==> config.mk <==
export PLATFORM = sky130hd
export DESIGN_NAME = poli_apb_arbiter
export DESIGN_NICKNAME = d
export VERILOG_FILES = /design/src/rtl/POLI_types_pkg.sv /design/src/rtl/poli_rr_select.sv /design/src/rtl/poli_apb_arbiter.sv
export SDC_FILE = /design/constraint.sdc
export NUM_CORES = 1
export LEC_CHECK = 0
export ABC_AREA = 1
export CORE_ASPECT_RATIO = 0.9
export CORE_MARGIN = 1
export CORE_UTILIZATION = 30
export CTS_CLUSTER_SIZE = 40
export DETAILED_ROUTE_END_ITERATION = 10
export SLEW_MARGIN = 20
export SYNTH_ARGS = -nofsm -noshare
export SYNTH_HDL_FRONTEND = slang
export SYNTH_HIERARCHICAL = 1
export SYNTH_SLANG_ARGS = --single-unit
==> constraint.sdc <==
create_clock -name CLK -period 2.3 [get_ports CLK]
set_input_delay 0.345 -clock CLK [delete_from_list [all_inputs] [get_ports CLK]]
set_output_delay 0.345 -clock CLK [all_outputs]
set_load 0.01 [all_outputs]
==> src/rtl/POLI_types_pkg.sv <==
// POLI_types_pkg: shared types and constants for the POLI system.
// Holds the bus word width, the peripheral register map and the
// APB arbiter state type and default parameters.
package POLI_types_pkg;

  localparam int WORD_SIZE = 32;

  // Peripheral register map
  localparam logic [WORD_SIZE-1:0] CRC_CONFIG_ADDR      = 32'h0000_0100;
  localparam logic [WORD_SIZE-1:0] CRC_INPUT_ADDR       = 32'h0000_0104;
  localparam logic [WORD_SIZE-1:0] CRC_OUTPUT_ADDR      = 32'h0000_0108;
  localparam logic [WORD_SIZE-1:0] NAND_NOR_CONFIG_ADDR = 32'h0000_0200;
  localparam logic [WORD_SIZE-1:0] NAND_NOR_INPUT_ADDR  = 32'h0000_0204;
  localparam logic [WORD_SIZE-1:0] NAND_NOR_OUTPUT_ADDR = 32'h0000_0208;
  localparam logic [WORD_SIZE-1:0] XOR_BUF_CONFIG_ADDR  = 32'h0000_0300;
  localparam logic [WORD_SIZE-1:0] XOR_BUF_INPUT_ADDR   = 32'h0000_0304;
  localparam logic [WORD_SIZE-1:0] XOR_BUF_OUTPUT_ADDR  = 32'h0000_0308;

  // APB arbiter
  typedef enum logic [1:0] {
    IDLE   = 2'd0,
    SETUP  = 2'd1,
    ACCESS = 2'd2
  } apb_arb_state_t;

  localparam int NUM_APB_REQ = 4;
  localparam int APB_TIMEOUT = 16;

endpackage

==> src/rtl/poli_rr_select.sv <==
// poli_rr_select: combinational round-robin picker.
// Searches the eligible mask starting at the pointer, ascending index,
// wrapping NUM_REQ-1 -> 0, and returns the first set index.
//   i_eligible  in   NUM_REQ  requesters that may be granted
//   i_ptr       in   IDX_W    highest-priority index this round
//   o_winner    out  IDX_W    selected index (0 when none)
//   o_valid     out  1        at least one eligible requester
module poli_rr_select #(
  parameter  int NUM_REQ = 4,
  localparam int IDX_W   = (NUM_REQ > 1) ? $clog2(NUM_REQ) : 1
) (
  input  logic [NUM_REQ-1:0] i_eligible,
  input  logic [IDX_W-1:0]   i_ptr,
  output logic [IDX_W-1:0]   o_winner,
  output logic               o_valid
);

  // Walk offsets from farthest to nearest so the entry closest to the
  // pointer is assigned last and therefore wins.
  always_comb begin
    int idx;
    // NOTE: every output gets a default before the loop; a path that
    // leaves one unassigned would infer a latch.
    o_winner = '0;
    o_valid  = 1'b0;
    idx      = 0;
    for (int off = NUM_REQ - 1; off >= 0; off--) begin
      idx = int'(i_ptr) + off;
      if (idx >= NUM_REQ) idx = idx - NUM_REQ;
      if (i_eligible[IDX_W'(idx)]) begin
        o_winner = IDX_W'(idx);
        o_valid  = 1'b1;
      end
    end
  end

endmodule

==> src/rtl/poli_apb_arbiter.sv <==
// poli_apb_arbiter: shares one APB master port among NUM_REQ requesters.
// Each requester posts one word transaction; winners are chosen
// round-robin and run a full SETUP/ACCESS cycle. Completion returns a
// one-cycle done pulse to the winner with err (timeout) and rdata.
//   CLK, nRST          clock, async active-low reset
//   req/req_write      per-requester request level and direction
//   req_addr/req_wdata packed per-requester address / write data
//   done/err/rdata     completion pulse (one-hot), timeout flag, read data
//   busy               transfer in progress
//   PADDR..PENABLE     APB master outputs; PRDATA/PREADY APB inputs
module poli_apb_arbiter #(
  parameter int NUM_REQ   = POLI_types_pkg::NUM_APB_REQ,
  parameter int TIMEOUT   = POLI_types_pkg::APB_TIMEOUT,
  parameter int WORD_SIZE = POLI_types_pkg::WORD_SIZE
) (
  input  logic                         CLK,
  input  logic                         nRST,
  input  logic [NUM_REQ-1:0]           req,
  input  logic [NUM_REQ-1:0]           req_write,
  input  logic [NUM_REQ*WORD_SIZE-1:0] req_addr,
  input  logic [NUM_REQ*WORD_SIZE-1:0] req_wdata,
  output logic [NUM_REQ-1:0]           done,
  output logic                         err,
  output logic [WORD_SIZE-1:0]         rdata,
  output logic                         busy,
  output logic [WORD_SIZE-1:0]         PADDR,
  output logic [WORD_SIZE-1:0]         PWDATA,
  output logic                         PWRITE,
  output logic                         PSEL,
  output logic                         PENABLE,
  input  logic [WORD_SIZE-1:0]         PRDATA,
  input  logic                         PREADY
);

  import POLI_types_pkg::*;

  localparam int IDX_W = (NUM_REQ > 1) ? $clog2(NUM_REQ) : 1;
  localparam int CNT_W = (TIMEOUT > 1) ? $clog2(TIMEOUT) : 1;
  localparam logic [CNT_W-1:0] CNT_LAST = (TIMEOUT > 0) ? CNT_W'(TIMEOUT - 1) : '0;
  localparam logic [IDX_W-1:0] IDX_LAST = IDX_W'(NUM_REQ - 1);

  apb_arb_state_t         r_state;
  logic [IDX_W-1:0]       r_ptr;
  logic [IDX_W-1:0]       r_idx;
  logic [CNT_W-1:0]       r_cnt;
  logic                   r_write;
  logic [WORD_SIZE-1:0]   r_addr;
  logic [WORD_SIZE-1:0]   r_wdata;
  logic [WORD_SIZE-1:0]   r_rdata;
  logic [NUM_REQ-1:0]     r_done;
  logic                   r_err;

  logic [NUM_REQ-1:0]     w_eligible;
  logic [IDX_W-1:0]       w_winner;
  logic                   w_valid;
  logic                   w_timeout;

  // The requester being completed this cycle still shows req high; mask
  // it so a held req is only re-granted after the others had a turn.
  assign w_eligible = req & ~r_done;
  assign w_timeout  = (TIMEOUT != 0) && (r_cnt == CNT_LAST);

  poli_rr_select #(.NUM_REQ(NUM_REQ)) u_rr_select (
    .i_eligible (w_eligible),
    .i_ptr      (r_ptr),
    .o_winner   (w_winner),
    .o_valid    (w_valid)
  );

  // NOTE: all state below uses non-blocking assignments so every register
  // samples pre-edge values regardless of statement order.
  always_ff @(posedge CLK or negedge nRST) begin
    if (!nRST) begin
      r_state <= IDLE;
      r_ptr   <= '0;
      r_idx   <= '0;
      r_cnt   <= '0;
      r_write <= 1'b0;
      r_addr  <= '0;
      r_wdata <= '0;
      r_rdata <= '0;
      r_done  <= '0;
      r_err   <= 1'b0;
    end else begin
      r_done <= '0;
      r_err  <= 1'b0;
      case (r_state)
        IDLE: begin
          if (w_valid) begin
            r_idx   <= w_winner;
            r_write <= req_write[w_winner];
            r_addr  <= req_addr[int'(w_winner)*WORD_SIZE +: WORD_SIZE];
            // Reads drive PWDATA low, so only a write latches its data.
            r_wdata <= req_write[w_winner] ?
                       req_wdata[int'(w_winner)*WORD_SIZE +: WORD_SIZE] : '0;
            r_ptr   <= (w_winner == IDX_LAST) ? '0 : w_winner + 1'b1;
            r_state <= SETUP;
          end
        end
        SETUP: begin
          r_cnt   <= '0;
          r_state <= ACCESS;
        end
        ACCESS: begin
          if (PREADY) begin
            r_state <= IDLE;
            r_done  <= NUM_REQ'(1) << r_idx;
            r_rdata <= r_write ? '0 : PRDATA;
          end else if (w_timeout) begin
            r_state <= IDLE;
            r_done  <= NUM_REQ'(1) << r_idx;
            r_err   <= 1'b1;
            r_rdata <= '0;
          end else begin
            r_cnt <= r_cnt + 1'b1;
          end
        end
        default: r_state <= IDLE;
      endcase
    end
  end

  // APB outputs come only from registered state and latched fields;
  // gating by busy keeps them all zero in IDLE.
  assign busy    = (r_state != IDLE);
  assign PSEL    = busy;
  assign PENABLE = (r_state == ACCESS);
  assign PADDR   = busy ? r_addr : '0;
  assign PWDATA  = busy ? r_wdata : '0;
  assign PWRITE  = busy & r_write;

  assign done  = r_done;
  assign err   = r_err;
  assign rdata = r_rdata;

endmodule

==> impl_metrics.ini <==
[timing]
fmax_ghz = 0.446
skew_ns = 0.0120
worst_slack_ns = 0.0584
rsz0062_at_grt = yes
setup_viol = 0
hold_viol = 0
maxSlewHeadroom_pct = 67.3
slew_violations = 0
hold_ws_ns = 0.471
worst_pin_slew_ns = 0.490
post-route-period-util_pct = 97.5
period_needed_ns = 2.24

[worst_setup_path]
timing.rr.start = r_ptr[0]$_DFFE_PN0P_
path_class = register to output port
start_kind = register
critPathMaxFanout = 19
crit_end = PADDR[22]
crit_cells = 5
crit_family = buffers and inverters
cp.required_ns = 1.96
r2r_slack_ns = 0.16
path_cells = inv_1 -> ha_4 -> buf_12 -> nor2_1 -> clkdlybuf4s50_1
slowest_delay_ns = 0.58
slowest_stage = clkdlybuf4s50_1
crit_arrival_ns = 1.90
r2r_cells = 17
path_buf_inv = 3
end_kind = output port
rr_endpoint = r_wdata[29]$_DFFE_PN0P_
crit_start = r_state[1]$_DFFE_PN0P_

[grt]
grt_pass1_vias = 8816
grt-ovfl-total = 0
track_usage_pct = 21.9
grt_first_pass_wirelength_um = 47300
grt_max_degree = 54
antenna_found_initial = 0

[layout]
multi_input_area_um2 = 3820
fillers = 2650
layout-drive-gt1-share_pct = 6.49
nNetsFinal = 2056
synthToLayoutAreaGrowth_pct = 65.2
final_area_um2 = 13300
utilization_pct = 50.7
num_antenna_cells = 0
final-seq-area_um2 = 2800

[logic_synthesis]
synth_fp_nets = 1667
ys_ff_latch = 112
netlist_instances = 1362
synth.cell_area_um2 = 8030
synth.top_cell.area_share_pct = 34.9
yosys.area.top_type = dfrtp_1
ys_seq_area_share_pct = 34.9
syn_avg_cell_area_um2 = 5.89
yosys_warnings = 6
yosys.cell_types.count = 28
yosys-top-cells-area = dfrtp_1 (35%), nand2_1 (27%), inv_1 (13%)

[power_and_ir_drop]
peakVddDrop_v = 0.00102
p_leak_nw = 7.84
p_total_mw = 18.0
powerDensity_nw_per_um2 = 1360

[routing]
ant_nets = 0
wl_um = 30500
drt-initial-drc-count = 501
vias = 9330
wl_per_cell_um = 14.5
routed_via_density = 4.43
dr.pass1.iters = 5
drcViolationCount = 0

[clock_network]
path_clk_slew_ns = 0.09
clock_latency_ns = 0.36
cts_tree = yes
cts_buffers = 9
ctsRootBufferMaster = clkbuf_16
clockBufferDepth = 2
cts_num_sinks = 112
h-tree-depth = 3

[outcome]
status = completed

[placement]
post-dp-hpwl_um = 22600
dpl_cell_area_um2 = 12700
dp_worst_setup_slack_ns = -0.230
port_buffers = 403
routabilityCongestion = 0.866

[run]
maxCapViolations = 0

[floorplanning]
die_area_um2 = 27400
row_count = 56
start_util_pct = 30.7
io_pins = 404
die_h_um = 157
core_area_um2 = 26100
die_width_um = 174

[min_path]
holdCritPathClass = register to register
==> registers in the layout, indices dropped and copies added, names as in the netlist <==
| name | count |
|---|---|
| rdata | 32 |
| r_write | 1 |
| r_ptr | 2 |
| r_state | 2 |
| r_wdata | 32 |
| r_cnt | 4 |
| r_idx | 2 |
| err | 1 |
| r_addr | 32 |
| done | 4 |
==> layer usage <==
| metal | global-route usage [%] | up-vias | share of wire, % | wire length (µm) |
|---|---|---|---|---|
| met5 | 0 | - | 0 | 0 |
| li1 | - | 4768 | - | - |
| met1 | 27.5 | 4219 | 44 | 13400 |
| met3 | 5.43 | 42 | 7.1 | 2170 |
| met2 | 36.6 | 301 | 46 | 14100 |
| met4 | 6.98 | 0 | 2.6 | 777 |
==> worst min-delay path by stage <==
stage	start	cells past startpoint	endpoint
after floorplan	nRST	0	done[0]$_DFF_PN0_
after global placement	nRST	1	rdata[13]$_DFFE_PN0P_
after detailed placement	nRST	1	rdata[13]$_DFFE_PN0P_
after CTS	r_idx[1]$_DFFE_PN0P_	1	done[0]$_DFF_PN0_
after global routing	rdata[11]$_DFFE_PN0P_	2	rdata[11]$_DFFE_PN0P_
final	r_idx[1]$_DFFE_PN0P_	1	done[0]$_DFF_PN0_
==> placed cells by master, fill, tap and decap left out, drive strengths merged, types with 5 or more instances in the layout <==
cell type and count:
nand2 591, clkdlybuf4s50 343, inv 294, nand3 130, dfrtp 112, nor2 79, buf 48, dlymetal6s2s 43
nand4 35, dlygate4sd2 16, or2 15, o211ai 14, clkbuf 11, o21ai 8, ha 6, clkinv 5
==> layout make-up <==
class	count	share of cell area, %
timing repair buffer	454	36.1
multi-input combinational	882	28.8
sequential	112	21.2
inverter	292	8.32
tap	348	3.28
clock buffer	9	1.70
clock inverter	7	0.632
==> cells in the mapped netlist <==
| library cell | count |
|---|---|
| nand3_1 | 129 |
| buf_4 | 5 |
| dfrtp_1 | 112 |
| buf_1 | 7 |
| o21a_1 | 1 |
| or2_2 | 15 |
| o21ai_0 | 5 |
| and2_4 | 1 |
| o211ai_1 | 14 |
| nand2_2 | 7 |
| nand2_1 | 584 |
| clkinv_1 | 1 |
| inv_2 | 5 |
| buf_2 | 37 |
| inv_1 | 285 |
| nor2_1 | 77 |
| ha_1 | 6 |
| nand4_1 | 35 |
| clkbuf_1 | 26 |
| and2_1 | 1 |
| o21ai_2 | 2 |
| inv_4 | 1 |
| a21oi_1 | 1 |
| nand3_2 | 1 |
| o21ai_1 | 1 |
| nor2_2 | 1 |
| buf_6 | 1 |
| nor2_4 | 1 |
==> logic make-up after synthesis <==
| kind of cell | after synthesis | synth area share [%] |
|---|---|---|
| compound gates | 24 | 2.06 |
| simple gates | 852 | 43.9 |
| buf+inv | 368 | 18.1 |
| fa+ha+maj | 6 | 0.935 |
| flops | 112 | 34.9 |
==> metrics by stage <==
step / cells / TNS, ns
floorplan: 1362 / 0
global placement: 2078 / -9.23
detailed placement: 2078 / -10.33
CTS: 2099 / -0.00261
global route: 2104 / -0.0638
finish: 2104 / 0
==> timing repair <==
action                                 in CTS  in global routing
cloned                                      1                  3
gates resized for setup                    20                 55
pin swaps                                   0                  5
buffers inserted                            3                  2
endpoints found under the hold margin      34                  0
hold buffers                                1                  0
setup endpoints to repair                  66                104
==> power by group <==
part / leakage [nW] / internal [mW] / switching [mW] / total, mW
combinational: 6.25 / 5.57 / 7.51 / 13.1
clock: 0.149 / 0.780 / 0.854 / 1.63
sequential: 1.44 / 2.79 / 0.460 / 3.25
Note: power is estimated with default switching activity, not from simulation.
